===== config.mk =====
export PLATFORM = sky130hd
export DESIGN_NAME = vend_sequencer
export DESIGN_NICKNAME = d
export VERILOG_FILES = /design/src/rtl/vend_sequencer.sv
export SDC_FILE = /design/constraint.sdc
export NUM_CORES = 1
export LEC_CHECK = 0
export CORE_MARGIN = 3
export CORE_UTILIZATION = 40
export CTS_BUF_LIST = sky130_fd_sc_hd__clkbuf_8
export DETAILED_ROUTE_END_ITERATION = 12
export MAX_ROUTING_LAYER = met4
export PLACE_DENSITY = 0.66
export REMOVE_ABC_BUFFERS = 1
export SETUP_SLACK_MARGIN = 0.02
export SLEW_MARGIN = 10
export SYNTH_ARGS = -nofsm -noshare
export SYNTH_HDL_FRONTEND = slang
export SYNTH_SLANG_ARGS = --single-unit

===== constraint.sdc =====
create_clock -name clk -period 4.6 [get_ports clk]
set_input_delay 0.69 -clock clk [delete_from_list [all_inputs] [get_ports clk]]
set_output_delay 0.69 -clock clk [all_outputs]
set_load 0.05 [all_outputs]

===== src/rtl/vend_sequencer.sv =====
`default_nettype none
// ============================================================================
// Module   : vend_sequencer
// Purpose  : Vending machine transaction controller. Accepts coins and item
//            selections, holds the running credit, runs the dispense motor
//            and issues refunds/change. Phases are timed in whole seconds
//            from a one-cycle-per-second tick strobe.
// Ports    : clk, reset (async, active-low)
//            tick, coin_valid/coin_value, sel_valid/sel_price, cancel,
//            refund_ack                          -> inputs
//            credit, coin_reject, short_funds, motor_on,
//            refund_valid/refund_amt, state      -> registered outputs
// Revision : 1.0  initial release
// ============================================================================
module vend_sequencer #(
    parameter int CREDIT_W   = 8,
    parameter int TIMEOUT_S  = 10,
    parameter int DISPENSE_S = 3
) (
    input  logic                clk,
    input  logic                reset,
    input  logic                tick,
    input  logic                coin_valid,
    input  logic [CREDIT_W-1:0] coin_value,
    input  logic                sel_valid,
    input  logic [CREDIT_W-1:0] sel_price,
    input  logic                cancel,
    input  logic                refund_ack,
    output logic [CREDIT_W-1:0] credit,
    output logic                coin_reject,
    output logic                short_funds,
    output logic                motor_on,
    output logic                refund_valid,
    output logic [CREDIT_W-1:0] refund_amt,
    output logic [1:0]          state
);

    localparam logic [1:0] S_IDLE     = 2'd0;
    localparam logic [1:0] S_COLLECT  = 2'd1;
    localparam logic [1:0] S_DISPENSE = 2'd2;
    localparam logic [1:0] S_REFUND   = 2'd3;

    localparam logic [7:0] C_TIMEOUT  = 8'(TIMEOUT_S);
    localparam logic [7:0] C_DISPENSE = 8'(DISPENSE_S);

    logic [1:0]          r_state;
    logic [CREDIT_W-1:0] r_credit;
    logic [CREDIT_W-1:0] r_change;
    logic [CREDIT_W-1:0] r_refund_amt;
    logic [7:0]          r_timer;
    logic                r_coin_reject;
    logic                r_short_funds;
    logic                r_motor_on;
    logic                r_refund_valid;

    // One extra bit so a credit overflow is visible as the carry out.
    logic [CREDIT_W:0]   w_sum;
    logic                w_overflow;
    logic                w_affordable;
    logic                w_expire;

    assign w_sum        = {1'b0, r_credit} + {1'b0, coin_value};
    assign w_overflow   = w_sum[CREDIT_W];
    assign w_affordable = (sel_price <= r_credit);
    assign w_expire     = tick && (r_timer == 8'd1);

    always_ff @(posedge clk or negedge reset) begin
        if (!reset) begin
            r_state        <= S_IDLE;
            r_credit       <= '0;
            r_change       <= '0;
            r_refund_amt   <= '0;
            r_timer        <= 8'd0;
            r_coin_reject  <= 1'b0;
            r_short_funds  <= 1'b0;
            r_motor_on     <= 1'b0;
            r_refund_valid <= 1'b0;
        end else begin
            // Pulse outputs default low so they are exactly one cycle wide.
            r_coin_reject <= 1'b0;
            r_short_funds <= 1'b0;

            case (r_state)
                S_IDLE: begin
                    if (sel_valid) begin
                        // Credit is always zero while idle.
                        r_short_funds <= 1'b1;
                    end
                    if (coin_valid) begin
                        r_credit <= coin_value;
                        r_timer  <= C_TIMEOUT;
                        r_state  <= S_COLLECT;
                    end
                end

                S_COLLECT: begin
                    if (cancel) begin
                        r_coin_reject <= coin_valid;
                        r_refund_amt  <= r_credit;
                        r_credit      <= '0;
                        r_state       <= S_REFUND;
                    end else if (sel_valid) begin
                        // A selection preempts any coin in the same cycle,
                        // and a failed selection freezes credit and timer.
                        r_coin_reject <= coin_valid;
                        if (w_affordable) begin
                            r_change   <= r_credit - sel_price;
                            r_credit   <= '0;
                            r_timer    <= C_DISPENSE;
                            r_motor_on <= 1'b1;
                            r_state    <= S_DISPENSE;
                        end else begin
                            r_short_funds <= 1'b1;
                        end
                    end else if (coin_valid) begin
                        // A coin (accepted or rejected) absorbs any tick in
                        // the same cycle.
                        if (w_overflow) begin
                            r_coin_reject <= 1'b1;
                        end else begin
                            r_credit <= w_sum[CREDIT_W-1:0];
                            r_timer  <= C_TIMEOUT;
                        end
                    end else if (w_expire) begin
                        r_refund_amt <= r_credit;
                        r_credit     <= '0;
                        r_state      <= S_REFUND;
                    end else if (tick && (r_timer > 8'd1)) begin
                        r_timer <= r_timer - 8'd1;
                    end
                end

                S_DISPENSE: begin
                    r_coin_reject <= coin_valid;
                    if (w_expire) begin
                        r_motor_on <= 1'b0;
                        if (r_change != '0) begin
                            r_refund_amt <= r_change;
                            r_state      <= S_REFUND;
                        end else begin
                            r_state <= S_IDLE;
                        end
                    end else if (tick && (r_timer > 8'd1)) begin
                        r_timer <= r_timer - 8'd1;
                    end
                end

                S_REFUND: begin
                    r_coin_reject <= coin_valid;
                    // refund_valid rises the cycle after entry; an ack is
                    // only honoured once the request is visible.
                    if (r_refund_valid && refund_ack) begin
                        r_refund_valid <= 1'b0;
                        r_change       <= '0;
                        r_state        <= S_IDLE;
                    end else begin
                        r_refund_valid <= 1'b1;
                    end
                end

                default: begin
                    r_state <= S_IDLE;
                end
            endcase
        end
    end

    assign credit       = r_credit;
    assign coin_reject  = r_coin_reject;
    assign short_funds  = r_short_funds;
    assign motor_on     = r_motor_on;
    assign refund_valid = r_refund_valid;
    assign refund_amt   = r_refund_amt;
    assign state        = r_state;

endmodule
`default_nettype wire


Word level (Yosys, flattened, before mapping)
Index checks and enable logic that the tools add are counted. Widths: inputs -> output; s select.

Add/sub/neg operators: 3. Magnitude comparators: 2. Equal/unequal tests: 21. Muxes and demuxes: 55. Reductions and logical operators: 16.

Operator list (count): $mux 8 (25); $pmux 8 s2 (3); $pmux 8 s3 (1); $reduce_and 5->1 (4); $mux 2 (9); $ne 4x4->1 const B (4); $ne 2x2->1 const B (7); $mux 1 (13); $ne 3x3->1 const B (4); $reduce_and 6->1 (2); $ne 5x5->1 const B (2); $add 8x8->9 (1); $eq 8x1->1 const B (1); $gt 8x1->1 const B (1); $le 8x8->1 (1); $pmux 2 s4 (1); $reduce_bool 8->1 (1); $sub 8x1->8 const B (1); $sub 8x8->8 (1); $pmux 1 s2 (3); $reduce_bool 2->1 (3); $eq 2x2->1 const B (2); $logic_and 1x1->1 (3); $reduce_bool 3->1 (1); 3 further kinds (3).

Bits in registers: 38. Input bits: 23. Output and inout bits: 22. Word-level logic and storage cells: 106.

Logic depth before layout (Yosys ltp)
Depth after elaboration: 8. Depth in mapped cells: 11. Mapped depth without buffers: 10.

Worst setup path after synthesis
Ideal clock, no wire load.

Path type: reg2reg. From: reg r_credit[0] (netlist: credit[0]). To: reg r_credit[1] (netlist: credit[1]). Arrival time: 2.625 ns. Required time: 4.475 ns. Setup slack: 1.850 ns. Stages on the path, launching flop included: 10. Path buffers: 0. Clock period less this slack: 2.750 ns. Path through: dfrtp_1 -> ha_1 -> inv_1 -> fa_1 -> nor2b_4 -> o31ai_4 -> a221oi_2 -> nor3b_1 -> o211ai_4 -> mux2_4.

Longest elaborated chain between the ends: 6. Elaborated cells between the ends (all ways): 10. Those cells by class: add/sub: 1; order compare: 1; eq/ne: 2; mux: 5; reduce/logical: 1.

Ends and longest elaborated chain: start, declared (RTL line 47) `logic [CREDIT_W-1:0] r_credit;`; start signal, assigned (RTL line 90) `r_credit <= coin_value;`; start signal, assigned (RTL line 121) `r_credit <= w_sum[CREDIT_W-1:0];`; $add 8x8->9 (RTL line 62) `assign w_sum = {1'b0, r_credit} + {1'b0, coin_value};`; $mux 8 (RTL line 118) `if (w_overflow) begin`; $mux 8 (RTL line 115) `end else if (coin_valid) begin`; $mux 8 (RTL line 102) `end else if (sel_valid) begin`; $mux 8 (RTL line 97) `if (cancel) begin`; $pmux 8 s2 (RTL line 83) `case (r_state)`.

Several ways; a longest one is shown, not always the timed one. The select of a mux whose other input is x is not followed. A chain may end at the register's enable or synchronous reset.

Final worst setup path
From: in coin_value[0]. To: reg r_credit[4] (netlist: credit[4]).

Longest elaborated chain between the ends: 6. Elaborated cells between the ends (all ways): 8. Those cells by class: add/sub: 1; eq/ne: 1; mux: 5; reduce/logical: 1.

Ends and longest elaborated chain: start, declared (RTL line 24) `input logic [CREDIT_W-1:0] coin_value,`; $add 8x8->9 * (RTL line 62); $mux 8 (RTL line 118); $mux 8 (RTL line 115); $mux 8 (RTL line 102); $mux 8 (RTL line 97); $pmux 8 s2 (RTL line 83).

Every way passes the cells marked *; elsewhere a longest branch is shown, timed or not. The select of a mux whose other input is x is not followed.

==> out/summary.txt <==
Post-Syn Instances: 321
Remaining DRCs: 0
main flop type after synthesis: dfrtp_1
RR Endpoint: r_timer[2]
Critical Path RT: 4.79 ns
CP Data Arrival Time: 3.24 ns
worst hold-check path type: input pin to asynchronous set/reset pin
vias in the first global route: 2386
via count: 2570
Max Clock Skew: 0.01024 ns
NumNets Final: 407
Initial Util: 0.4149
Post-CTS Resized: 0
Worst R2R Setup Slack: 1.75 ns
critical path launch point type: input pin
Max-Cap Viols: 0
area delta synth->final: 20.89%
# diodes: 0
Final Cell Area: 3657 µm²
setup TNS: 0 ns
Sw Ratio: 0.4921
Cell Area, Synth: 3025 µm²
Antenna Nets Post-Route: 0
dpl cells: 452
Core Region: 7292 µm²
yosys warns: 0
Max IR drop VDD: 0.2315 mV
Die ar.: 8643 µm²
drt via density: 5.587
chip height: 92.97 µm
global-route wire length before repair: 11470 µm
post-CTS setup buffer count: 0
Root Driver: clkbuf_8
Reg power frac: 0.215
clock buffer depth: 2
# rows: 31
area share of xor/xnor cells in the synthesized design: 0.02605
Synth Area in Compound Gates: 0.2676
routed len/inst: 15.14 µm
Setup Viol. Count Final: 0
Int Power: 1.448 mW
Clock Sinks: 38
Core Util, Final: 0.5015
Netlist cell types: 68
clock-pin transition on the worst setup and hold timing paths: 0.08 ns
dpl hpwl: 5435 µm
post-synth top area cell: dfrtp_1
Slew Limit Fails: 0
Inserted Clock Buffers: 5
CP Capture Type: register
total congestion overflow: 0
Post-Syn Area per Cell: 9.425 µm²
adder-cell area share of the yosys netlist: 0.1042
largest net degree at the start of global routing: 39
most frequent cells after synthesis: dfrtp_1 (38), nor2_1 (29), inv_1 (24)
Comb pwr share: 0.663
slew margin rel.: 0.3480
I/O Buffers: 44
end point of the critical path: credit[4]
overall routing resource usage: 0.1682
R2R cell count: 8
Worst-Skew Late Latency: 0.30 ns
top cells by area, synth: dfrtp_1 (31%), ha_1 (9.1%), nor2_1 (3.6%)
count leader, synth: dfrtp_1
I/O pin total: 45
Max Clock Freq: 327.9 MHz
Pre-Repair DR Iteration Count: 6
critical path type: input pin to register
GP Congestion: 0.8365
hold_ws: 0.4925 ns
layout cells sized above 1: 0.1108
layout filler cell count: 704
main combinational cell family by area after synthesis: compound AO/OA/AOI/OAI gates
RSZ-0062 raised after global routing: false
Crit Reg-Reg Startpoint: state[0]
Tot Pwr: 2.852 mW
Synth Area in Simple Gates: 0.1650
Hold Buf Count CTS: 0
asr flop ratio synth: 1.000
NetSw: 1.403 mW
Final Cycle Share: 0.6630
mux contribution to synthesized area: 0.06782
CP Max Fanout: 8
Slew @ Worst Pin: 0.9780 ns
Non-Filler Instances: 460
flop and latch count out of synthesis: 38
Post-DP Area: 3520 µm²
Pleak: 1.589 nW
1st-iter DRT viols: 155
Tmin final: 3.050 ns
Place WS: 1.254 ns
Post-synth EDFFs: 0
clock power share: 0.122
count of final hold-check violations: 0
Total Routed Length: 6964 µm
outcome: complete, no violations
DIE WIDTH: 92.97 µm
Seq/Total Area, Yosys: 0.3143
Yosys top cell area share: 0.3143
initial antenna violation count: 0
CTS H-tree lvls: 2
setup slack after layout: 1.550 ns
Worst setup startpoint: coin_value[0]
CTS tree: built
pwr dens: 779.8 nW/µm²
metal layers:
metal  wire [µm]  global-route usage  up-vias
met3         265             0.02253       11
met2        3336              0.2693       46
met1        3247              0.2184     1240
li1            -                   -     1273
met5           0                   -        -
met4         114             0.06227        0
state kept, by name, summed over array words and instances, names as in the netlist:
| register | count |
|---|---|
| refund_amt | 8 |
| refund_valid | 1 |
| coin_reject | 1 |
| motor_on | 1 |
| credit | 8 |
| r_change | 8 |
| state | 2 |
| r_timer | 8 |
| short_funds | 1 |
power by group through the flow:
stage	logic, mW	clock network [mW]	registers [mW]
after floorplan	1.13	0	0.903
after global placement	1.86	0	0.615
after detailed placement	1.89	0	0.621
after CTS	1.90	0.350	0.614
after global routing	2.06	0.362	0.638
final	1.89	0.348	0.614
critical path, cell delays in order:
cell	delay, ns
clkdlybuf4s50_1	0.48
ha_1	0.20
inv_1	0.06
fa_1	0.43
nor2b_4	0.16
o31ai_4	0.08
a221oi_2	0.27
nor3b_1	0.12
o211ai_4	0.39
mux2_4	0.33
placed cells by master, fill, tap and decap left out, types with 5 or more instances in the layout:
cell / n
o21ai_0: 10
o211ai_1: 5
mux2_4: 7
o21ai_1: 5
nor3_1: 11
clkbuf_8: 5
a21oi_1: 21
dfrtp_1: 38
clkdlybuf4s50_1: 43
nand3_1: 5
o31ai_1: 9
inv_1: 24
a22o_1: 8
xnor2_1: 6
ha_1: 22
nor2_1: 29
mux2i_1: 10
nand2_1: 17
cell families after synthesis:
group / count (synthesis)
mux: 17
compound gates: 101
buf+inv: 38
fa+ha+maj: 24
flops: 38
xor+xnor: 9
simple gates: 94
worst min path at each step:
stage / start / slack (ns) / end
final: reset / 0.49 / refund_amt[0]
after global routing: r_change[5] / 0.54 / r_change[5]
after CTS: r_change[5] / 0.51 / r_change[5]
after detailed placement: r_change[5] / 0.49 / r_change[5]
after global placement: r_change[3] / 0.48 / r_change[3]
after floorplan: reset / 0.39 / coin_reject
cell type report:
cell class / instances / area, µm² / area share
inverters: 25 / 93.84 / 0.02566
flip-flops and latches: 38 / 950.9 / 0.2600
well taps: 99 / 123.9 / 0.03387
clock inverters: 3 / 68.82 / 0.01882
multi-input cells: 245 / 1908 / 0.5217
repair buffers: 45 / 442.9 / 0.1211
clock buffers: 5 / 68.82 / 0.01882
No activity file was read; power rests on OpenSTA's default activity.
